File: config.mk
export PLATFORM = sky130hd
export DESIGN_NAME = axis_scale_sat
export DESIGN_NICKNAME = d
export VERILOG_FILES = /design/src/rtl/axis_scale_sat.sv
export SDC_FILE = /design/constraint.sdc
export NUM_CORES = 1
export LEC_CHECK = 0
export CAP_MARGIN = 20
export CELL_PAD_IN_SITES_DETAIL_PLACEMENT = 0
export CELL_PAD_IN_SITES_GLOBAL_PLACEMENT = 2
export CORE_ASPECT_RATIO = 1.5
export CORE_UTILIZATION = 34
export DETAILED_ROUTE_END_ITERATION = 10
export HOLD_SLACK_MARGIN = 0.1
export PLACE_DENSITY = 0.89
export SYNTH_ARGS = -nofsm -noshare
export SYNTH_HDL_FRONTEND = slang
export SYNTH_SLANG_ARGS = --single-unit
File: constraint.sdc
create_clock -name clk -period 8.4 [get_ports clk]
set_input_delay 1.26 -clock clk [delete_from_list [all_inputs] [get_ports clk]]
set_output_delay 1.26 -clock clk [all_outputs]
set_load 0.03 [all_outputs]
File: src/rtl/axis_scale_sat.sv
// axis_scale_sat: multi-lane AXI-Stream scaler from wide fixed-point lanes to
// narrow DAC words. Two registered stages share a single advance enable:
//   stage 1: capture config, optional round-half-up, right shift (IN_W+1 bits)
//   stage 2: range check against OUT_W, saturate or wrap, lane formatting
// Per-lane sticky flags record any out-of-range lane regardless of sat_en.
module axis_scale_sat #(
  parameter int NUM_CH     = 2,
  parameter int IN_W       = 32,
  parameter int OUT_W      = 14,
  parameter int OUT_LANE_W = 16,
  parameter int SHIFT_W    = 6,
  parameter int SIGNED     = 1
) (
  input  logic                         clk,
  input  logic                         rst,
  input  logic [SHIFT_W-1:0]           shift_cfg,
  input  logic                         round_en,
  input  logic                         sat_en,
  input  logic                         sat_clr,
  output logic [NUM_CH-1:0]            sat_flag,
  input  logic [NUM_CH*IN_W-1:0]       S_AXIS_RAW_tdata,
  input  logic                         S_AXIS_RAW_tvalid,
  output logic                         S_AXIS_RAW_tready,
  output logic [NUM_CH*OUT_LANE_W-1:0] M_AXIS_SCALED_tdata,
  output logic                         M_AXIS_SCALED_tvalid,
  input  logic                         M_AXIS_SCALED_tready
);

  // Stage-1 lanes carry one extra bit so the rounding add cannot overflow.
  localparam int EXT_W = IN_W + 1;
  localparam int SH_W  = (IN_W > 1) ? $clog2(IN_W) : 1;

  localparam logic [EXT_W-1:0] ONE_EXT = {{(EXT_W-1){1'b0}}, 1'b1};
  localparam logic [SH_W-1:0]  ONE_SH  = {{(SH_W-1){1'b0}}, 1'b1};

  // Clamp the runtime shift to IN_W-1; larger requests would discard everything.
  function automatic logic [SH_W-1:0] eff_shift(input logic [SHIFT_W-1:0] cfg);
    logic [31:0] cfg_w;
    cfg_w = 32'(cfg);
    if (cfg_w > 32'(IN_W - 1)) begin
      eff_shift = SH_W'(IN_W - 1);
    end else begin
      eff_shift = cfg_w[SH_W-1:0];
    end
  endfunction

  // Extend, optionally add half an LSB of the shifted result, then shift.
  function automatic logic [EXT_W-1:0] scale_lane(input logic [IN_W-1:0] x,
                                                  input logic [SH_W-1:0] s,
                                                  input logic            rnd);
    logic [EXT_W-1:0] ext;
    logic [EXT_W-1:0] bias;
    logic [EXT_W-1:0] sum;
    if (SIGNED != 0) begin
      ext = {x[IN_W-1], x};
    end else begin
      ext = {1'b0, x};
    end
    if (rnd && (s != {SH_W{1'b0}})) begin
      bias = ONE_EXT << (s - ONE_SH);
    end else begin
      bias = {EXT_W{1'b0}};
    end
    sum = ext + bias;
    if (SIGNED != 0) begin
      scale_lane = $unsigned($signed(sum) >>> s);
    end else begin
      scale_lane = sum >> s;
    end
  endfunction

  // A value fits OUT_W bits when every bit above the kept field matches the
  // sign bit (signed) or is zero (unsigned).
  function automatic logic lane_oor(input logic [EXT_W-1:0] v);
    if (SIGNED != 0) begin
      lane_oor = !((&v[EXT_W-1:OUT_W-1]) || !(|v[EXT_W-1:OUT_W-1]));
    end else begin
      lane_oor = |v[EXT_W-1:OUT_W];
    end
  endfunction

  // Clamp to the nearest limit or keep the low OUT_W bits.
  function automatic logic [OUT_W-1:0] lane_result(input logic [EXT_W-1:0] v,
                                                   input logic            sat);
    logic [OUT_W-1:0] res;
    if (sat && lane_oor(v)) begin
      if (SIGNED != 0) begin
        res = v[EXT_W-1] ? {1'b1, {(OUT_W-1){1'b0}}} : {1'b0, {(OUT_W-1){1'b1}}};
      end else begin
        res = {OUT_W{1'b1}};
      end
    end else begin
      res = v[OUT_W-1:0];
    end
    lane_result = res;
  endfunction

  // Right-align the result in its output field with sign or zero fill.
  function automatic logic [OUT_LANE_W-1:0] lane_field(input logic [OUT_W-1:0] r);
    if (SIGNED != 0) begin
      lane_field = OUT_LANE_W'($signed(r));
    end else begin
      lane_field = OUT_LANE_W'(r);
    end
  endfunction

  logic                              ce;
  logic                              s1_valid_q, s1_valid_d;
  logic                              s1_sat_en_q, s1_sat_en_d;
  logic [NUM_CH-1:0][EXT_W-1:0]      s1_data_q, s1_data_d;
  logic                              m_valid_q, m_valid_d;
  logic [NUM_CH*OUT_LANE_W-1:0]      m_data_q, m_data_d;
  logic [NUM_CH-1:0]                 flag_q, flag_d;
  logic [NUM_CH-1:0]                 flag_set;
  logic [SH_W-1:0]                   shift_s;

  // The whole pipeline moves together whenever the output slot is free.
  assign ce                   = !m_valid_q || M_AXIS_SCALED_tready;
  assign S_AXIS_RAW_tready    = ce;
  assign M_AXIS_SCALED_tdata  = m_data_q;
  assign M_AXIS_SCALED_tvalid = m_valid_q;
  assign sat_flag             = flag_q;

  // Next-state for both stages and the sticky flags.
  always_comb begin
    s1_valid_d  = s1_valid_q;
    s1_sat_en_d = s1_sat_en_q;
    s1_data_d   = s1_data_q;
    m_valid_d   = m_valid_q;
    m_data_d    = m_data_q;
    flag_set    = {NUM_CH{1'b0}};
    shift_s     = eff_shift(shift_cfg);

    if (ce) begin
      s1_valid_d = S_AXIS_RAW_tvalid;
      if (S_AXIS_RAW_tvalid) begin
        s1_sat_en_d = sat_en;
        for (int i = 0; i < NUM_CH; i++) begin
          s1_data_d[i] = scale_lane(S_AXIS_RAW_tdata[i*IN_W +: IN_W], shift_s, round_en);
        end
      end else begin
        s1_sat_en_d = s1_sat_en_q;
      end

      m_valid_d = s1_valid_q;
      if (s1_valid_q) begin
        for (int i = 0; i < NUM_CH; i++) begin
          m_data_d[i*OUT_LANE_W +: OUT_LANE_W] = lane_field(lane_result(s1_data_q[i], s1_sat_en_q));
          flag_set[i] = lane_oor(s1_data_q[i]);
        end
      end else begin
        m_data_d = m_data_q;
      end
    end else begin
      s1_valid_d = s1_valid_q;
      m_valid_d  = m_valid_q;
    end

    // A new out-of-range lane overrides a simultaneous clear.
    if (sat_clr) begin
      flag_d = flag_set;
    end else begin
      flag_d = flag_q | flag_set;
    end
  end

  // Pipeline and flag registers with synchronous reset.
  always_ff @(posedge clk) begin
    if (rst) begin
      s1_valid_q  <= 1'b0;
      s1_sat_en_q <= 1'b0;
      s1_data_q   <= '0;
      m_valid_q   <= 1'b0;
      m_data_q    <= {(NUM_CH*OUT_LANE_W){1'b0}};
      flag_q      <= {NUM_CH{1'b0}};
    end else begin
      s1_valid_q  <= s1_valid_d;
      s1_sat_en_q <= s1_sat_en_d;
      s1_data_q   <= s1_data_d;
      m_valid_q   <= m_valid_d;
      m_data_q    <= m_data_d;
      flag_q      <= flag_d;
    end
  end

endmodule

==> impl_metrics.env, run 1 <==
export IMPL_outcome="completed"
export IMPL_routed_wl_um=70500
export IMPL_hpwl_um=53900
export IMPL_grt_pass1_vias=16400
export IMPL_cts_hold_buf=0
export IMPL_max_freq_mhz=125
export IMPL_slew_headroom_pct=21.4
export IMPL_setup_tns_ns=0
export IMPL_skew_ns=0.00769
export IMPL_route_detailed_drc=0
export IMPL_drt_first_pass_iters=6
export IMPL_min_from="s1_data_q[4]"
export IMPL_yosysTopAreaCell="dfxtp_1"
export IMPL_maxSlewViolCount=0
export IMPL_ys_flop_type="dfxtp_1"
export IMPL_cts_resized=0
export IMPL_drive_above_1_share_pct=8.31
export IMPL_dpl_cell_count=2521
export IMPL_clk_pin_slew_ns=0.07
export IMPL_clock_root_buffer="clkbuf_16"
export IMPL_hold_depth=2
export IMPL_grt_max_degree=56
export IMPL_reg2reg_to="s1_data_q[7]"
export IMPL_num_io_pins=113
export IMPL_fin_ws_ns=0.373
export IMPL_dieWidth_um=167
export IMPL_synth_top_family_by_area="compound AO/OA/AOI/OAI gates"
export IMPL_rows=90
export IMPL_reg2reg_slack_ns=5.45
export IMPL_grt_ovfl_total=0
export IMPL_crit_arrival_ns=8.29
export IMPL_critPathCaptureType="register"
export IMPL_cp_start_kind="input port"
export IMPL_post_drt_via_cell_ratio=6.85
export IMPL_setup_viol=0
export IMPL_cts_buffer_depth=2
export IMPL_area_delta_synth_final_pct=12.6
export IMPL_dieArea_mm2=0.0417
export IMPL_synth_area_mm2=0.0139
export IMPL_globalplace_congestion=1.09
export IMPL_instances_no_fill=2539
export IMPL_yosysWarnings=0
export IMPL_synthAdderAreaFrac_pct=3.71
export IMPL_cp_max_fo=36
export IMPL_n_fill_cell=4214
export IMPL_yosys_area_share_simple_pct=26.6
export IMPL_holdPathEnd="s1_data_q[4]"
export IMPL_hold_viol_final=0
export IMPL_hold_class="register to register"
export IMPL_max_slew_worst_pin_slew_ns=1.16
export IMPL_clkLatencyLatePin_ns=0.36
export IMPL_powerDensity_mw_per_mm2=108
export IMPL_post_route_util_pct=38.9
export IMPL_post_route_period_util_pct=95.6
export IMPL_first_iter_violations=1945
export IMPL_crit_family="simple AND/OR/NAND/NOR gates"
export IMPL_maxCapViolations=0
export IMPL_p_leak_nw=5.78
export IMPL_synth_compound_area_share_pct=39.8
export IMPL_synth_top_cells_by_count="213 x a21oi_1, 197 x nor2_1, 164 x nand2_1"
export IMPL_synth_most_common_cell="a21oi_1"
export IMPL_path_cells="clkdlybuf4s50_1 -> buf_4 -> or3b_1 -> or3_1 -> nor3_1 -> ha_1 -> ha_1 -> a221o_1 -> a21boi_0 -> nor3b_1 -> o21a_1 -> o2111ai_1 -> nand3_1 -> nor2_1 -> a21o_1 -> o22ai_1 -> nand3_1 -> a32o_1"
export IMPL_grt_pass1_wl_um=104000
export IMPL_synth_edff_count=0
export IMPL_final_nets=2143
export IMPL_fp_dieH_um=249
export IMPL_syn_nets=2140
export IMPL_critical_path_startpoint="shift_cfg[5]"
export IMPL_grtUsageTotal_pct=32.9
export IMPL_vias=17400
export IMPL_io_buffers=112
export IMPL_r2r_start="M_AXIS_SCALED_tvalid"
export IMPL_ir_drop_v=0.0000902
export IMPL_synth_distinct_cells=112
export IMPL_grt_antenna_before_repair=1
export IMPL_synth_area_top_cells="dfxtp_1 14%, a21oi_1 7.7%, nor2_1 5.3%"
export IMPL_yosys_area_share_xor_xnor_pct=4.42
export IMPL_synth_seq_area_share_pct=14.3
export IMPL_critPathBufInv=2
export IMPL_cts_sinks=99
export IMPL_critPathKind="input port to register"
export IMPL_rr_worst_depth=8
export IMPL_dp_slack_ns=0.724
export IMPL_synth_top_area_share_pct=14.3
export IMPL_core_area_mm2=0.0402
export IMPL_ant_nets=0
export IMPL_h_tree_depth=3
export IMPL_period_needed_ns=8.03
export IMPL_rsz0062_at_grt="false"
export IMPL_cts_setup_buffers=0
export IMPL_synth_async_reset_ratio_pct=0
export IMPL_wl_per_cell_um=27.7
export IMPL_slowest_delay_ns=0.81
export IMPL_ys_ff_latch=99
export IMPL_required_ns=8.66
export IMPL_start_util_pct=34.5
export IMPL_synth_mux_area_share_pct=5.10
export IMPL_diodes=0
export IMPL_cp_slowest_cell="o22ai_1"
export IMPL_syn_area_per_cell_um2=6.85
export IMPL_cts_tree="yes"
export IMPL_cts_buffers=9
export IMPL_synth_cells=2025
[logic make-up (layout without fill, tap and decap cells)]
family	after synthesis	count (layout)
buffers and inverters	207	215
AOI/OAI and AO/OA	815	815
xor gates and xnor gates	67	67
muxes	68	68
and+or+nand+nor	727	727
adders and majority gates	42	42
DFF	99	99
[registers in the layout (all words and copies together) (netlist names)]
signal / cells
s1_data_q: 66
M_AXIS_SCALED_tdata: 28
sat_flag: 2
M_AXIS_SCALED_tvalid: 1
s1_sat_en_q: 1
s1_valid_q: 1
[stage by stage]
stage,hold WS (ns),cell area [um2],power (W)
3_3_place_gp,0.449,15300,0.00126
6_report,0.458,15600,0.00169
4_1_cts,0.459,15600,0.00166
2_1_floorplan,0.425,13900,0.000996
5_1_grt,0.497,15600,0.00176
3_5_place_dp,0.449,15300,0.00126
[worst reg2reg max path: stages (launching register included)]
cell and delay (ns):
dfxtp_1 0.31, nand2b_1 0.17, nand2_1 0.09, buf_4 0.25
nor2_1 0.81, nand2_1 0.58, nor4_1 0.46, a311oi_1 0.10
nand3_1 0.13
[placed cells by master, fill, tap and decap left out, drive strengths merged, types with 19 or more instances in the layout]
cell type      synthesis  routed
xnor2                 44      44
a221oi                22      22
and2                  26      26
a31oi                 24      24
o211ai                45      45
nor4                  26      26
ha                    38      38
mux2                  19      19
nor2                 197     197
mux2i                 49      49
and3                  24      24
nand4                 31      31
nand3                 52      52
inv                   31      31
dfxtp                 99      99
a22oi                 29      29
clkdlybuf4s50          0     110
or2                   21      21
nor3                  85      85
nand2                164     164
o22ai                 25      25
o21ai                156     156
a21o                  46      46
buf                   36      56
a21oi                213     213
xor2                  23      23
a211oi                26      26
[worst max path at each step]
stage                          endpoint  slack [ns]  cells after the start
after floorplan           s1_data_q[25]        1.12                     28
after global placement    s1_data_q[44]        0.70                     18
after detailed placement  s1_data_q[44]        0.72                     18
after CTS                 s1_data_q[44]        1.09                     18
after global routing      s1_data_q[44]        0.30                     18
final                     s1_data_q[44]        0.37                     18
[area by class of cell]
type,count,area [um2],area share (%)
timing repair buffer,167,1520,9.74
clock buffer,13,260,1.67
inverter,32,120,0.769
sequential,99,1980,12.7
multi-input combinational,1719,11100,71.0
clock inverter,3,22.5,0.144
tap,506,633,4.05
[routing by layer]
layer / vias to the layer above / routed length (um) / global-route usage [%]
met2: 1149 / 32200 / 54.5
met1: 8071 / 24300 / 34.7
li1: 7793 / - / -
met4: 2 / 7690 / 30.9
met5: - / 52 / 0
met3: 385 / 6280 / 6.98
[where the power goes]
| group | internal (W) | total (W) | switching [W] |
|---|---|---|---|
| registers | 0.000506 | 0.000536 | 0.0000294 |
| clock network | 0.000217 | 0.000403 | 0.000186 |
| logic | 0.000252 | 0.000748 | 0.000496 |
| total | 0.000975 | 0.00169 | 0.000711 |
Note: power is estimated with default switching activity, not from simulation.
==> run 2: changes to the inputs <==
clock period = 7.7 ns   (was 8.4 ns; I/O delays follow)
==> run 2 against run 1 <==
  * Clock skew about the same
  * Wire length decreased by 1.0%
  * Flip-flop and latch count unchanged
  * Non-clock buffer count increased by 11
  * Global-route usage decreased by 0.46 points
  * Combinational power increased by 9.6%
==> impl_metrics.env, run 2 (same netlist as run 1, synthesis figures left out) <==
export IMPL_final_nets=2154
export IMPL_required_ns=7.94
export IMPL_max_slew_worst_pin_slew_ns=1.19
export IMPL_grt_antenna_before_repair=0
export IMPL_cp_start_kind="input port"
export IMPL_first_iter_violations=1999
export IMPL_cts_buffers=9
export IMPL_clock_root_buffer="clkbuf_16"
export IMPL_hold_viol_final=0
export IMPL_skew_ns=0.00786
export IMPL_dp_slack_ns=0.264
export IMPL_crit_arrival_ns=7.80
export IMPL_globalplace_congestion=1.11
export IMPL_stdcell_area_mm2=0.0157
export IMPL_ir_drop_v=0.000101
export IMPL_critical_path_startpoint="shift_cfg[5]"
export IMPL_cts_buffer_depth=2
export IMPL_fin_ws_ns=0.145
export IMPL_slew_headroom_pct=20.5
export IMPL_grtUsageTotal_pct=32.5
export IMPL_hpwl_um=53600
export IMPL_max_freq_mhz=132
export IMPL_start_util_pct=34.5
export IMPL_dpl_cell_area_mm2=0.0154
export IMPL_wl_per_cell_um=27.3
export IMPL_post_route_period_util_pct=98.1
export IMPL_maxSlewViolCount=0
export IMPL_cp_max_fo=25
export IMPL_clk_pin_slew_ns=0.07
export IMPL_diodes=0
export IMPL_grt_ovfl_total=0
export IMPL_cts_setup_buffers=0
export IMPL_grt_pass1_wl_um=103000
export IMPL_cts_sinks=99
export IMPL_most_common_layout_cells="212 x a21oi_1, 192 x nor2_1, 163 x nand2_1"
export IMPL_ant_nets=0
export IMPL_final_common_cell="a21oi_1"
export IMPL_grt_pass1_vias=16700
export IMPL_maxCapViolations=0
export IMPL_hold_class="register to register"
export IMPL_setup_viol=0
export IMPL_powerDensity_mw_per_mm2=120
export IMPL_h_tree_depth=3
export IMPL_outcome="completed"
export IMPL_cts_hold_buf=0
export IMPL_cts_tree="yes"
export IMPL_post_drt_via_cell_ratio=6.86
export IMPL_p_leak_nw=5.87
export IMPL_clkLatencyLatePin_ns=0.36
export IMPL_dieWidth_um=167
export IMPL_dieArea_mm2=0.0417
export IMPL_core_area_mm2=0.0402
export IMPL_r2r_start="M_AXIS_SCALED_tvalid"
export IMPL_n_fill_cell=4240
export IMPL_min_from="s1_data_q[4]"
export IMPL_area_delta_synth_final_pct=13.4
export IMPL_fp_dieH_um=249
export IMPL_rsz0062_at_grt="false"
export IMPL_num_io_pins=113
export IMPL_period_needed_ns=7.55
export IMPL_critPathKind="input port to register"
export IMPL_regMostFlops="s1_data_q"
export IMPL_drive_above_1_share_pct=8.90
export IMPL_rows=90
export IMPL_drt_first_pass_iters=7
export IMPL_route_detailed_drc=0
export IMPL_critPathCaptureType="register"
export IMPL_cts_resized=0
export IMPL_routed_wl_um=69700
export IMPL_io_buffers=112
export IMPL_largest_reg_flops=66
export IMPL_vias=17500
export IMPL_grt_max_degree=56
export IMPL_setup_tns_ns=0
## run 2: layout make-up
cell class                 instances  area (um2)  area share, %
clock buffer                      10         239           1.52
clock inverter                     6        76.3          0.485
inverter                          32         120          0.763
multi-input combinational       1719       11100           70.4
sequential                        99        1980           12.6
tap                              506         633           4.02
timing repair buffer             178        1610           10.2
## run 2: power breakdown
group          internal [W]  total (W)  switching, W
Clock              0.000268   0.000489      0.000221
Combinational      0.000278   0.000820      0.000542
Sequential         0.000552   0.000583     0.0000311
## run 2: worst max-delay path: stages
cell,delay (ns)
clkdlybuf4s50_1,0.46
buf_4,0.27
or3b_1,0.56
or3_1,0.60
nor3_1,0.48
ha_1,0.30
nor3b_1,0.19
o21ai_0,0.15
a211oi_1,0.24
o22ai_1,0.23
o21a_1,0.31
nor4_1,0.97
buf_4,0.26
o211ai_1,0.10
nand3_1,0.33
a222oi_1,0.17
o21ai_1,0.34
mux2i_1,0.21
o221ai_1,0.36
o21ai_1,0.09
## run 2: metal layers
layer | part of all wire (%) | vias to the layer above | global-route usage (%)
met5 | 0 | - | 0
met4 | 9.8 | 0 | 29.3
met3 | 8.8 | 359 | 4.61
met2 | 47 | 1196 | 54.4
met1 | 35 | 8139 | 35.5
li1 | - | 7794 | -
## run 2: final timing paths
kind	slack, ns	cells after the start	end
max	0.15	20	s1_data_q[4]
min	0.46	2	s1_data_q[4]
max reg2reg	4.95	7	s1_data_q[7]
min reg2reg	0.46	2	s1_data_q[4]
## run 2: through the flow
step	hold WS (ns)	utilization, %	total power, W	std cells
3_5_place_dp	0.448	38.4	0.00138	2534
2_1_floorplan	0.425	-	0.00109	2025
5_1_grt	0.484	39.2	0.00196	2550
4_1_cts	0.460	39.2	0.00187	2550
3_3_place_gp	0.442	38.3	0.00137	2532
6_report	0.458	39.2	0.00189	2550
==> run 3: changes to the inputs <==
CTS_CLUSTER_SIZE = 14   (was unset)
GPL_ROUTABILITY_DRIVEN = 0   (was unset)
==> run 3 against run 2 <==
  * Worst setup slack improved by 0.17 ns
  * Die area unchanged
  * Combinational power grew 1%
  * Cell count about the same
  * Critical path depth is 1 lower
  * Final area barely moved
  * Flip-flop and latch count is the same
  * Register-to-register slack is essentially flat
  * Count of clock-buffer cells in the layout increased by 1
  * Global-route usage is 0.89 points higher
  * Fmax rose by 2.3%
  * Largest cell class unchanged
==> impl_metrics.env, run 3 (same netlist as run 1, synthesis figures left out) <==
export IMPL_dieArea_mm2=0.0417
export IMPL_grt_antenna_before_repair=1
export IMPL_path_cells="clkdlybuf4s50_1 -> buf_4 -> inv_1 -> nand2_2 -> ha_1 -> or4b_1 -> nor4_2 -> xor2_1 -> ha_1 -> a221o_1 -> a21boi_0 -> nor3b_1 -> o21a_1 -> mux2i_1 -> a21oi_1 -> a2111oi_2 -> mux2i_1 -> a21o_1 -> a2111oi_2"
export IMPL_final_common_cell="a21oi_1"
export IMPL_dp_slack_ns=0.212
export IMPL_clk_pin_slew_ns=0.08
export IMPL_ir_drop_v=0.0000995
export IMPL_clkLatencyLatePin_ns=0.37
export IMPL_critPathBufInv=3
export IMPL_start_util_pct=34.5
export IMPL_setup_viol=0
export IMPL_crit_arrival_ns=7.65
export IMPL_outcome="completed"
export IMPL_maxSlewViolCount=0
export IMPL_use_met3_pct=5.87
export IMPL_grt_ovfl_total=0
export IMPL_vias=17500
export IMPL_cp_slowest_cell="nor3b_1"
export IMPL_hold_depth=2
export IMPL_drive_above_1_share_pct=9.04
export IMPL_cp_start_kind="input port"
export IMPL_period_needed_ns=7.39
export IMPL_clock_root_buffer="clkbuf_16"
export IMPL_hold_viol_final=0
export IMPL_fp_dieH_um=249
export IMPL_rows=90
export IMPL_cp_max_fo=16
export IMPL_whs_ns=0.456
export IMPL_hold_class="register to register"
export IMPL_crit_end="s1_data_q[36]"
export IMPL_rr_worst_depth=7
export IMPL_diodes=0
export IMPL_post_route_period_util_pct=95.9
export IMPL_grt_max_degree=56
export IMPL_critPathKind="input port to register"
export IMPL_first_iter_violations=2125
export IMPL_regMostFlops="s1_data_q"
export IMPL_num_io_pins=113
export IMPL_grt_pass1_vias=16600
export IMPL_p_leak_nw=5.86
export IMPL_cts_tree="yes"
export IMPL_grt_pass1_wl_um=105000
export IMPL_h_tree_depth=3
export IMPL_reg2reg_to="s1_data_q[7]"
export IMPL_skew_ns=0.0111
export IMPL_crit_family="simple AND/OR/NAND/NOR gates"
export IMPL_ant_nets=0
export IMPL_grtUsageTotal_pct=33.3
export IMPL_drt_first_pass_iters=7
export IMPL_max_slew_worst_pin_slew_ns=1.19
export IMPL_dieWidth_um=167
export IMPL_setup_tns_ns=0
export IMPL_required_ns=7.97
export IMPL_final_nets=2156
export IMPL_slew_headroom_pct=20.4
export IMPL_r2r_start="M_AXIS_SCALED_tvalid"
export IMPL_area_delta_synth_final_pct=13.3
export IMPL_n_fill_cell=4257
export IMPL_powerDensity_mw_per_mm2=118
export IMPL_reg2reg_slack_ns=4.95
export IMPL_io_buffers=112
export IMPL_use_met2_pct=55.7
export IMPL_path_depth=19
export IMPL_grtUsageMet1_pct=37.0
export IMPL_max_freq_mhz=135
export IMPL_cts_buffer_depth=2
export IMPL_largest_reg_flops=66
export IMPL_slowest_delay_ns=0.88
export IMPL_cts_buffers=9
export IMPL_wl_per_cell_um=27.8
export IMPL_cts_sinks=99
export IMPL_globalRoute_busiestLayer="met2"
export IMPL_rsz0062_at_grt="false"
export IMPL_core_area_mm2=0.0402
export IMPL_most_common_layout_cells="212 x a21oi_1, 192 x nor2_1, 163 x nand2_1"
export IMPL_post_drt_via_cell_ratio=6.87
export IMPL_critical_path_startpoint="shift_cfg[5]"
export IMPL_hpwl_um=53700
export IMPL_critPathCaptureType="register"
export IMPL_fin_ws_ns=0.313
export IMPL_routed_wl_um=70800
export IMPL_maxCapViolations=0
export IMPL_cts_hold_buf=0
export IMPL_route_detailed_drc=0
==> run 3: worst min-delay path: stages, from the launching register on <==
cell and delay (ns):
dfxtp_1 0.32, nand2_1 0.05, o21ai_1 0.05
==> run 3: metal layers <==
metal / part of all wire, % / wire length, um
met5: 0.018 / 13
met4: 9.6 / 6810
met3: 9.1 / 6460
met2: 46 / 32600
met1: 35 / 25000
==> run 3: metrics by stage <==
stage                     cells  util, %  instance area [um2]  total power [W]
after floorplan            2025        -                13900          0.00109
after global placement     2534     38.4                15400          0.00138
after detailed placement   2535     38.4                15400          0.00138
after CTS                  2551     39.1                15700          0.00182
after global routing       2552     39.1                15700          0.00192
final                      2552     39.1                15700          0.00185
==> run 3: worst min-delay path by stage <==
stage	from	end	slack, ns
global route	s1_data_q[4]	s1_data_q[4]	0.48
finish	s1_data_q[4]	s1_data_q[4]	0.46
CTS	s1_data_q[4]	s1_data_q[4]	0.46
global placement	s1_data_q[4]	s1_data_q[4]	0.44
detailed placement	s1_data_q[4]	s1_data_q[4]	0.44
floorplan	s1_data_q[1]	s1_data_q[1]	0.43
==> run 3: layout make-up <==
cell class | instances | area (um2) | area share [%]
Multi-Input combinational cell | 1719 | 11100 | 70.5
Sequential cell | 99 | 1980 | 12.6
Timing Repair Buffer | 180 | 1620 | 10.3
Tap cell | 506 | 633 | 4.02
Clock buffer | 11 | 243 | 1.54
Inverter | 32 | 120 | 0.764
Clock inverter | 5 | 36.3 | 0.231
==> run 3: what timing repair did <==
| action | 4_1_cts | 5_1_grt |
|---|---|---|
| endpoints found under the setup margin | 0 | 2 |
| gates resized for setup | 0 | 2 |
| setup buffers | 0 | 0 |
==> run 3: power breakdown <==
part	total [W]	internal, W	switching, W	leakage (nW)
sequential	0.000582	0.000552	0.0000301	0.814
clock	0.000438	0.000230	0.000208	0.140
combinational	0.000829	0.000280	0.000549	4.91
total	0.00185	0.00106	0.000787	5.86
